### config.mk
export PLATFORM = sky130hd
export DESIGN_NAME = clock_divider_bank
export DESIGN_NICKNAME = d
export VERILOG_FILES = /design/src/rtl/clock_divider_bank.sv
export SDC_FILE = /design/constraint.sdc
export NUM_CORES = 1
export LEC_CHECK = 0
export BUFFER_PORTS_ARGS = -buffer_cell sky130_fd_sc_hd__clkbuf_2
export CAP_MARGIN = 40
export CORE_MARGIN = 3
export CORE_UTILIZATION = 27
export DETAILED_ROUTE_END_ITERATION = 10
export PLACE_DENSITY = 0.42
export SETUP_SLACK_MARGIN = 0.4
export SLEW_MARGIN = 40
export SYNTH_ARGS = -nofsm -noshare
export SYNTH_HDL_FRONTEND = slang
export SYNTH_SLANG_ARGS = --single-unit
### constraint.sdc
create_clock -name clk_i -period 8.09 [get_ports clk_i]
set_input_delay 2.427 -clock clk_i [delete_from_list [all_inputs] [get_ports clk_i]]
set_output_delay 2.427 -clock clk_i [all_outputs]
set_load 0.1 [all_outputs]
### src/rtl/clock_divider_bank.sv
// clock_divider_bank: CHANNELS runtime-reconfigurable integer clock dividers with
// terminal-count strobes, wrap-aligned ratio updates and a startup lock gate.
module clock_divider_bank #(
    parameter int  CHANNELS    = 4,
    parameter int  DIV_W       = 16,
    parameter int  DEFAULT_DIV = 5,
    parameter int  LOCK_CYCLES = 16,
    localparam int CH_W        = (CHANNELS > 1) ? $clog2(CHANNELS) : 1
) (
    input  logic                clk_i,
    input  logic                rst_n_i,
    input  logic [CHANNELS-1:0] enable_i,
    input  logic                cfg_we_i,
    input  logic [CH_W-1:0]     cfg_ch_i,
    input  logic [DIV_W-1:0]    cfg_div_i,
    output logic                cfg_ack_o,
    output logic                cfg_err_o,
    output logic [CHANNELS-1:0] clk_out_o,
    output logic [CHANNELS-1:0] strobe_o,
    output logic                locked_o
);

    localparam int                LOCK_W    = $clog2(LOCK_CYCLES + 1);
    localparam logic [LOCK_W-1:0] LOCK_MAX  = LOCK_W'(LOCK_CYCLES);
    localparam logic [DIV_W-1:0]  DIV_RST   = DIV_W'(DEFAULT_DIV);
    localparam logic [DIV_W-1:0]  DIV_ONE   = DIV_W'(1);
    localparam logic [DIV_W-1:0]  DIV_MIN   = DIV_W'(2);
    localparam logic [CH_W:0]     CH_LIMIT  = (CH_W + 1)'(CHANNELS);

    typedef enum logic {
        CH_IDLE,
        CH_RUN
    } ch_state_e;

    // Lock gate
    logic [LOCK_W-1:0] lock_cnt_q, lock_cnt_d;
    logic              locked_q, locked_d;

    // Configuration handshake
    logic                cfg_ok;
    logic [CHANNELS-1:0] cfg_hit;
    logic                cfg_ack_q, cfg_ack_d;
    logic                cfg_err_q, cfg_err_d;

    // Per-channel divider state
    ch_state_e           state_q [CHANNELS];
    ch_state_e           state_d [CHANNELS];
    logic [DIV_W-1:0]    cnt_q   [CHANNELS];
    logic [DIV_W-1:0]    cnt_d   [CHANNELS];
    logic [DIV_W-1:0]    div_q   [CHANNELS];
    logic [DIV_W-1:0]    div_d   [CHANNELS];
    logic [DIV_W-1:0]    pend_q  [CHANNELS];
    logic [DIV_W-1:0]    pend_d  [CHANNELS];
    logic [CHANNELS-1:0] pend_vld_q, pend_vld_d;
    logic [CHANNELS-1:0] wrap, apply;
    logic [CHANNELS-1:0] clk_out_q, clk_out_d;
    logic [CHANNELS-1:0] strobe_q, strobe_d;

    always_comb begin
        lock_cnt_d = lock_cnt_q;
        if (lock_cnt_q != LOCK_MAX) begin
            lock_cnt_d = lock_cnt_q + LOCK_W'(1);
        end
        // Sticky until reset; set on the same edge the counter saturates.
        locked_d = locked_q | (lock_cnt_d == LOCK_MAX);
    end

    always_comb begin
        cfg_ok    = ({1'b0, cfg_ch_i} < CH_LIMIT) && (cfg_div_i >= DIV_MIN);
        cfg_ack_d = cfg_we_i && cfg_ok;
        cfg_err_d = cfg_we_i && !cfg_ok;
        for (int i = 0; i < CHANNELS; i++) begin
            cfg_hit[i] = cfg_ack_d && (cfg_ch_i == CH_W'(i));
        end
    end

    always_comb begin
        for (int i = 0; i < CHANNELS; i++) begin
            wrap[i]  = (state_q[i] == CH_RUN) && (cnt_q[i] == div_q[i] - DIV_ONE);
            apply[i] = pend_vld_q[i] && ((state_q[i] == CH_IDLE) || wrap[i]);
        end
    end

    // NOTE: every next-state signal takes its hold value first so that no
    // path through this block leaves it unassigned and infers a latch.
    always_comb begin
        for (int i = 0; i < CHANNELS; i++) begin
            state_d[i]    = state_q[i];
            cnt_d[i]      = cnt_q[i];
            div_d[i]      = div_q[i];
            pend_d[i]     = pend_q[i];
            pend_vld_d[i] = pend_vld_q[i];

            // Apply uses the pending value held before this edge; a write landing
            // on the same edge is queued behind it for the next opportunity.
            if (apply[i]) begin
                div_d[i]      = pend_q[i];
                pend_vld_d[i] = 1'b0;
            end
            if (cfg_hit[i]) begin
                pend_d[i]     = cfg_div_i;
                pend_vld_d[i] = 1'b1;
            end

            if (!enable_i[i] || !locked_q) begin
                state_d[i] = CH_IDLE;
                cnt_d[i]   = '0;
            end else if (state_q[i] == CH_IDLE) begin
                state_d[i] = CH_RUN;
                cnt_d[i]   = '0;
            end else begin
                cnt_d[i] = wrap[i] ? '0 : cnt_q[i] + DIV_ONE;
            end

            // Outputs are derived from the post-edge count and ratio so the flops
            // always agree with the counter in the same cycle.
            clk_out_d[i] = (state_d[i] == CH_RUN) && (cnt_d[i] < (div_d[i] >> 1));
            strobe_d[i]  = (state_d[i] == CH_RUN) && (cnt_d[i] == div_d[i] - DIV_ONE);
        end
    end

    // NOTE: sequential state is written with non-blocking assignments only, so
    // every flop samples the pre-edge values regardless of statement order.
    always_ff @(posedge clk_i or negedge rst_n_i) begin
        if (!rst_n_i) begin
            lock_cnt_q <= '0;
            locked_q   <= 1'b0;
            cfg_ack_q  <= 1'b0;
            cfg_err_q  <= 1'b0;
            pend_vld_q <= '0;
            clk_out_q  <= '0;
            strobe_q   <= '0;
            // NOTE: the per-channel arrays are small flop banks, not RAM, so each
            // entry is reset explicitly; the default ratio must exist from reset.
            for (int i = 0; i < CHANNELS; i++) begin
                state_q[i] <= CH_IDLE;
                cnt_q[i]   <= '0;
                div_q[i]   <= DIV_RST;
                pend_q[i]  <= '0;
            end
        end else begin
            lock_cnt_q <= lock_cnt_d;
            locked_q   <= locked_d;
            cfg_ack_q  <= cfg_ack_d;
            cfg_err_q  <= cfg_err_d;
            pend_vld_q <= pend_vld_d;
            clk_out_q  <= clk_out_d;
            strobe_q   <= strobe_d;
            for (int i = 0; i < CHANNELS; i++) begin
                state_q[i] <= state_d[i];
                cnt_q[i]   <= cnt_d[i];
                div_q[i]   <= div_d[i];
                pend_q[i]  <= pend_d[i];
            end
        end
    end

    assign cfg_ack_o = cfg_ack_q;
    assign cfg_err_o = cfg_err_q;
    assign clk_out_o = clk_out_q;
    assign strobe_o  = strobe_q;
    assign locked_o  = locked_q;

endmodule

==> results.toml, run 1 <==
[cts]
cts_hold_buf = 0
clock_latency_ns = 0.57
cts_tree = "built"
cts_buffer_depth = 3
cts_resized = 0
postCtsSetupRepairBufs = 0
clockRootBuffer = "clkbuf_16"
clkSinkCount = 216
clkTransAtPathRegs_ns = 0.06
cts_buffers = 28
h-tree-depth = 1

[yosys]
synth_cell_type_count = 83
synth-seq-cells = 216
synth_edf_count = 0
synth_xor_xnor_area_share = 0.1277
synth_area_leaders = "dfrtp_1 (35%), xnor2_1 (7.8%), mux2i_1 (5.9%)"
synthAdderAreaFrac = 0.05830
ys_warn_count = 0
ys_top_cells_by_count = "dfrtp_1 (208), nor2_1 (144), xnor2_1 (133)"
synth_area_leader_cell = "dfrtp_1"
avgSynthCellArea_sq_um = 9.460
syn_nets = 1683
syn_inst = 1588
synth_top_area_frac = 0.3465
synth-compound-area-share = 0.1000
ys_seq_area_frac = 0.3605
synth_top_family_by_area = "simple AND/OR/NAND/NOR gates"
synthMuxAreaShare = 0.1169
async_flop_share = 1.000
synth_area_sq_mm = 0.01502
synth_ff_type = "dfrtp_1"
synth_most_common_cell = "dfrtp_1"
yosys.area_share.simple = 0.1919

[critical_path]
critical_path.top_delay_family = "simple AND/OR/NAND/NOR gates"
worst_path_most_repeated_cell = "nor4_1"
slowest_stage = "or4_1"
cp-startpoint = "div_q[35]"
reg2reg_depth = 17
crit_type = "flip-flop to flip-flop"
worst_setup_path_start_kind = "flip-flop"
end_kind = "flip-flop"
crit_fanout = 34
r2r_start = "div_q[35]"
worst_r2r_endpoint = "strobe_o[1]"
cp-endpoint = "strobe_o[1]"
ff2ff_setup_slack_ns = 2.00
required_ns = 8.53
cpPeakStageDelay_ns = 0.62
arrival_ns = 6.52
critical_path_depth = 17
path_cells = "or4_1 -> nor4b_1 -> xnor2_1 -> nor4_1 -> nand4_1 -> o22ai_4 -> buf_4 -> mux2i_1 -> ha_1 -> or3b_2 -> or3_1 -> nor4b_1 -> o21ai_0 -> xnor2_1 -> nor4_1 -> o2111ai_1 -> nor4_1"
crit_buf_inv = 1

[timing]
maxSlewViolCount = 0
period_needed_ns = 6.088
setup_viol = 0
fmax_mhz = 164.3
fin_skew_ns = 0.01083
slew_headroom = 0.4690
whs_ns = 0.5116
finalSetupTns_ns = 0
finalCritPeriodShare = 0.7525
rsz0062_at_grt = "no"
tightest_slew_ns = 0.7943
final-hold-violation-count = 0

[global_routing]
track_usage = 0.1558
antenna_found_initial = 1
grt_pass1_wl_um = 73160
grt_pass1_vias = 12160
grt_max_degree = 88
grt_overflow = 0

[floorplan]
initial_core_util = 0.2759
die_w_um = 241.9
die_area_sq_mm = 0.05850
ios = 36
core-area_sq_mm = 0.05445
rows = 85
die_h_um = 241.9

[placement]
dp_cells = 2312
gp_congestion = 0.8373
portBuffers = 35
hpwlAfterDp_um = 34950

[power]
clockPowerShare = 0.317
comb_power_share = 0.328
switching_power_mw = 1.728
p_per_area_mw_per_mm2 = 268.8
p_int_mw = 2.871
leakagePower_nw = 7.341
max-vdd-ir-drop_v = 0.0001515
swShare = 0.3757
pwr-share-seq = 0.355
finalPower_mw = 4.599

[detailed_routing]
drt-vias-per-instance = 5.017
drc = 0
drtIter0Drc = 743
post_drt_wl_per_cell_um = 19.48
dr.pass1.iters = 5
ant_nets = 0
via_count = 11870
routed_wl_um = 46080

[final_layout]
syn_to_final_growth_pct = 13.89
drive_gt1_frac = 0.1329
nNetsFinal = 1698
fin_cells = 2366

[run_status]
outcome = "finished clean"

[min_path]
hp-class = "flip-flop to flip-flop"

[job]
max_cap_violations = 0
## cell usage in the layout (no fill, tap or decap), types with 10 or more instances in the layout
master	count
mux2_2	74
nor2b_1	16
a21oi_1	38
or3_1	16
nor3_1	53
xnor2_1	133
xor2_1	86
or4_1	16
clkbuf_2	34
dfrtp_1	208
nand4_1	20
nor4_1	33
inv_1	106
nand3_1	55
and2_1	12
nand2_1	67
nor2_1	144
mux2i_1	88
nand2b_1	12
o21ai_0	36
ha_1	70
clkbuf_16	29
a31oi_1	10
a21o_1	20
and3_1	25
## logic make-up after synthesis
group                    count (synthesis)
buffers and inverters                  166
AO/OA/AOI/OAI                          213
adder cells (fa/ha/maj)                 70
flip-flops                             216
multiplexers                           165
XOR/XNOR                               219
AND/OR/NAND/NOR                        539
## worst min path at each step
stage                             start             to  slack (ns)  depth (start not counted)
final                        pend_q[47]     pend_q[47]        0.51                          1
after global routing         pend_q[47]     pend_q[47]        0.53                          1
after CTS                    pend_q[47]     pend_q[47]        0.52                          1
after detailed placement     pend_q[47]     pend_q[47]        0.50                          1
after global placement    pend_vld_q[2]  pend_vld_q[2]        0.50                          2
after floorplan           lock_cnt_q[4]  lock_cnt_q[4]        0.47                          1
## final cells by class
cell class,count,area (sq um)
clock buffers,42,844.6
well taps,739,924.6
clock inverters,10,229.0
fillers,5741,37340
flip-flops and latches,216,5415
inverters,106,397.9
repair buffers,45,292.8
multi-input cells,1206,8999
diodes,2,5.005
## stage by stage
| step | setup slack, ns | cell area [sq um] | util |
|---|---|---|---|
| floorplan | 2.968 | 15020 | - |
| global placement | 1.851 | 15960 | 0.2931 |
| detailed placement | 1.790 | 16000 | 0.2938 |
| CTS | 1.722 | 17070 | 0.3136 |
| global route | 1.493 | 17100 | 0.3141 |
| finish | 2.002 | 17110 | 0.3142 |
## power by group through the flow
stage               registers, mW  logic, mW  clock network, mW
floorplan                    1.45       1.24                  0
global placement             1.64       1.49                  0
detailed placement           1.64       1.50                  0
CTS                          1.62       1.51               1.50
global route                 1.67       1.69               1.55
finish                       1.63       1.51               1.46
## metal layers
layer	track usage	vias to the layer above	wire (um)
met5	0	-	0
met4	0.03907	0	1074
met3	0.02448	54	1739
met2	0.2398	207	20040
met1	0.2271	5882	23230
li1	-	5728	-
## sequential cells by signal, indices dropped and copies added (netlist names), 4 cells and up
register	count
cnt_q	64
div_q	64
pend_q	64
lock_cnt_q	5
clk_out_o	4
pend_vld_q	4
state_q	4
strobe_o	4
Note: power is estimated with default switching activity, not from simulation.
==> run 2: changes to the inputs <==
--- a/config.mk
+++ b/config.mk
@@ -5,12 +5,13 @@
 export SDC_FILE = /design/constraint.sdc
 export NUM_CORES = 1
 export LEC_CHECK = 0
+export ABC_AREA = 1
 export BUFFER_PORTS_ARGS = -buffer_cell sky130_fd_sc_hd__clkbuf_2
 export CAP_MARGIN = 40
 export CORE_MARGIN = 3
 export CORE_UTILIZATION = 27
 export DETAILED_ROUTE_END_ITERATION = 10
-export PLACE_DENSITY = 0.42
+export PLACE_DENSITY = 0.43
 export SETUP_SLACK_MARGIN = 0.4
 export SLEW_MARGIN = 40
 export SYNTH_ARGS = -nofsm -noshare
==> constraint.sdc (replaced) <==
create_clock -name clk_i -period 5.4 [get_ports clk_i]
set_input_delay 1.62 -clock clk_i [delete_from_list [all_inputs] [get_ports clk_i]]
set_output_delay 1.62 -clock clk_i [all_outputs]
set_load 0.1 [all_outputs]
==> run 2 against run 1 <==
Synthesized area grew 6.2%. Non-clock buffer count fell by 2. Cell count is 35% higher. Synthesized cell count rose by 49%. First-iteration DRC count is 20% higher. Final area increased by 5.4%. Critical endpoint is now strobe_o[3].
==> results.toml, run 2 <==
[floorplan]
die_area_sq_mm = 0.06205
ios = 36
initial_core_util = 0.2745
core-area_sq_mm = 0.05814
rows = 88
die_h_um = 249.1
die_w_um = 249.1

[job]
max_cap_violations = 0

[final_layout]
finalInstanceArea_sq_mm = 0.01803
antenna_cells = 0
largestRegisters = "cnt_q x64, div_q x64, pend_q x64"
drive_gt1_frac = 0.07490
final_cell_mix = "nand2_1 (774), inv_1 (335), nor2_1 (264)"
layout_commonest_cell = "nand2_1"
fin_cells = 3195
nNetsFinal = 2503
syn_to_final_growth_pct = 13.02

[cts]
clkTransAtPathRegs_ns = 0.06
clkSinkCount = 216
cts_resized = 0
cts_tree = "built"
postCtsSetupRepairBufs = 0
h-tree-depth = 1
cts_hold_buf = 0
clock_latency_ns = 0.57
cts_buffers = 29
clockRootBuffer = "clkbuf_16"
cts_buffer_depth = 3

[yosys]
synth_top_area_frac = 0.3262
synth-seq-cells = 216
synth_cell_type_count = 43
synth_edf_count = 0
synth_ff_type = "dfrtp_1"
avgSynthCellArea_sq_um = 6.736
synth_most_common_cell = "nand2_1"
syn_inst = 2369
synth_area_leaders = "dfrtp_1 (33%), nand2_1 (18%), inv_1 (7.9%)"
async_flop_share = 1.000
ys_seq_area_frac = 0.3394
ys_warn_count = 0
syn_nets = 2464
ys_top_cells_by_count = "nand2_1 (775), inv_1 (335), nor2_1 (264)"
synth_area_sq_mm = 0.01596
synth_area_leader_cell = "dfrtp_1"

[timing]
fin_skew_ns = 0.03197
rsz0062_at_grt = "no"
finalSetupTns_ns = 0
final-hold-violation-count = 0
tightest_slew_ns = 0.7846
setup_viol = 0
fmax_mhz = 254.2
whs_ns = 0.4835
period_needed_ns = 3.935
maxSlewViolCount = 0
slew_headroom = 0.4769
finalCritPeriodShare = 0.7286

[global_routing]
antenna_found_initial = 1
grt_pass1_wl_um = 78430
track_usage = 0.1565
grt_max_degree = 99
grt_overflow = 0
grt_pass1_vias = 14000

[placement]
postPlaceCellArea_sq_mm = 0.01696
gp_congestion = 0.8850
hpwlAfterDp_um = 39070
portBuffers = 35
dp_cells = 3141

[critical_path]
required_ns = 5.88
end_kind = "flip-flop"
crit_fanout = 27
crit_type = "flip-flop to flip-flop"
arrival_ns = 4.41
worst_setup_path_start_kind = "flip-flop"

[detailed_routing]
drc = 0
dr.pass1.iters = 8
ant_nets = 0
drt-vias-per-instance = 4.550
via_count = 14540
post_drt_wl_per_cell_um = 15.49
drtIter0Drc = 891
routed_wl_um = 49500

[run_status]
outcome = "finished clean"

[power]
leakagePower_nw = 9.314
p_per_area_mw_per_mm2 = 352.3
max-vdd-ir-drop_v = 0.0002150

[min_path]
hp-class = "flip-flop to flip-flop"
-- run 2: cell type report --
class	instances	area (sq um)
Clock buffer	43	858.3
Clock inverter	10	185.2
Fill cell	6409	40100
Inverter	345	1295
Multi-Input combinational cell	1773	9045
Sequential cell	216	5415
Tap cell	765	957.2
Timing Repair Buffer	43	277.8
-- run 2: where the power goes --
part	internal [mW]	total, mW	leakage (nW)	switching, mW
Combinational	0.703	2.14	6.05	1.44
Sequential	1.85	2.11	2.75	0.262
Clock	1.33	2.11	0.510	0.773
Total	3.88	6.35	9.31	2.47
-- run 2: path summary, 6_finish.rpt --
path | startpoint | to | slack (ns) | cells after the start
setup / recovery | div_q[0] | strobe_o[3] | 1.47 | 25
hold / removal | pend_q[25] | pend_q[25] | 0.48 | 2
setup reg to reg | div_q[0] | strobe_o[3] | 1.47 | 25
hold reg to reg | pend_q[25] | pend_q[25] | 0.48 | 2
max in group asynchronous | rst_n_i | div_q[2] | 3.33 | 3
min in group asynchronous | rst_n_i | cnt_q[56] | 0.91 | 1
-- run 2: per-layer routing --
| metal | vias up | GRT usage | wire (um) |
|---|---|---|---|
| li1 | 7512 | - | - |
| met3 | 79 | 0.01879 | 2059 |
| met4 | 2 | 0.04692 | 1343 |
| met1 | 6633 | 0.2233 | 24160 |
| met2 | 310 | 0.2479 | 21920 |
| met5 | - | 0 | 13 |
-- run 2: per-stage QoR --
step | setup WS, ns | total power, mW | utilization
3_5_place_dp | 1.029 | 4.279 | 0.2918
5_1_grt | 1.009 | 6.850 | 0.3102
3_3_place_gp | 1.021 | 4.278 | 0.2916
2_1_floorplan | 1.942 | 3.660 | -
4_1_cts | 1.426 | 6.434 | 0.3097
6_report | 1.465 | 6.354 | 0.3102
-- run 2: critical path: stages (launching register included) --
cell     delay (ns)
dfstp_2        0.37
inv_1          0.11
ha_1           0.21
nand3_2        0.18
nor2_2         0.22
nand2_1        0.10
nand2_1        0.07
nand2_1        0.04
nand2_1        0.05
nor2_1         0.04
nand2_1        0.07
nor2_1         0.06
nand2_2        0.09
nand2_4        0.19
nand2_4        0.35
nand2_1        0.12
nand2_1        0.15
ha_1           0.22
nand2_1        0.11
nor2_1         0.34
nand2_1        0.13
nor2_1         0.16
nand2_1        0.08
xor2_1         0.13
nand3_1        0.08
nor2_1         0.17
-- run 2: cells by family after synthesis --
family,count (synthesis),synth area share
buffers and inverters,380,0.09457
xor gates and xnor gates,120,0.06673
adders and majority gates,70,0.05489
AOI/OAI and AO/OA,183,0.06430
DFF,216,0.3394
and+or+nand+nor,1400,0.3801
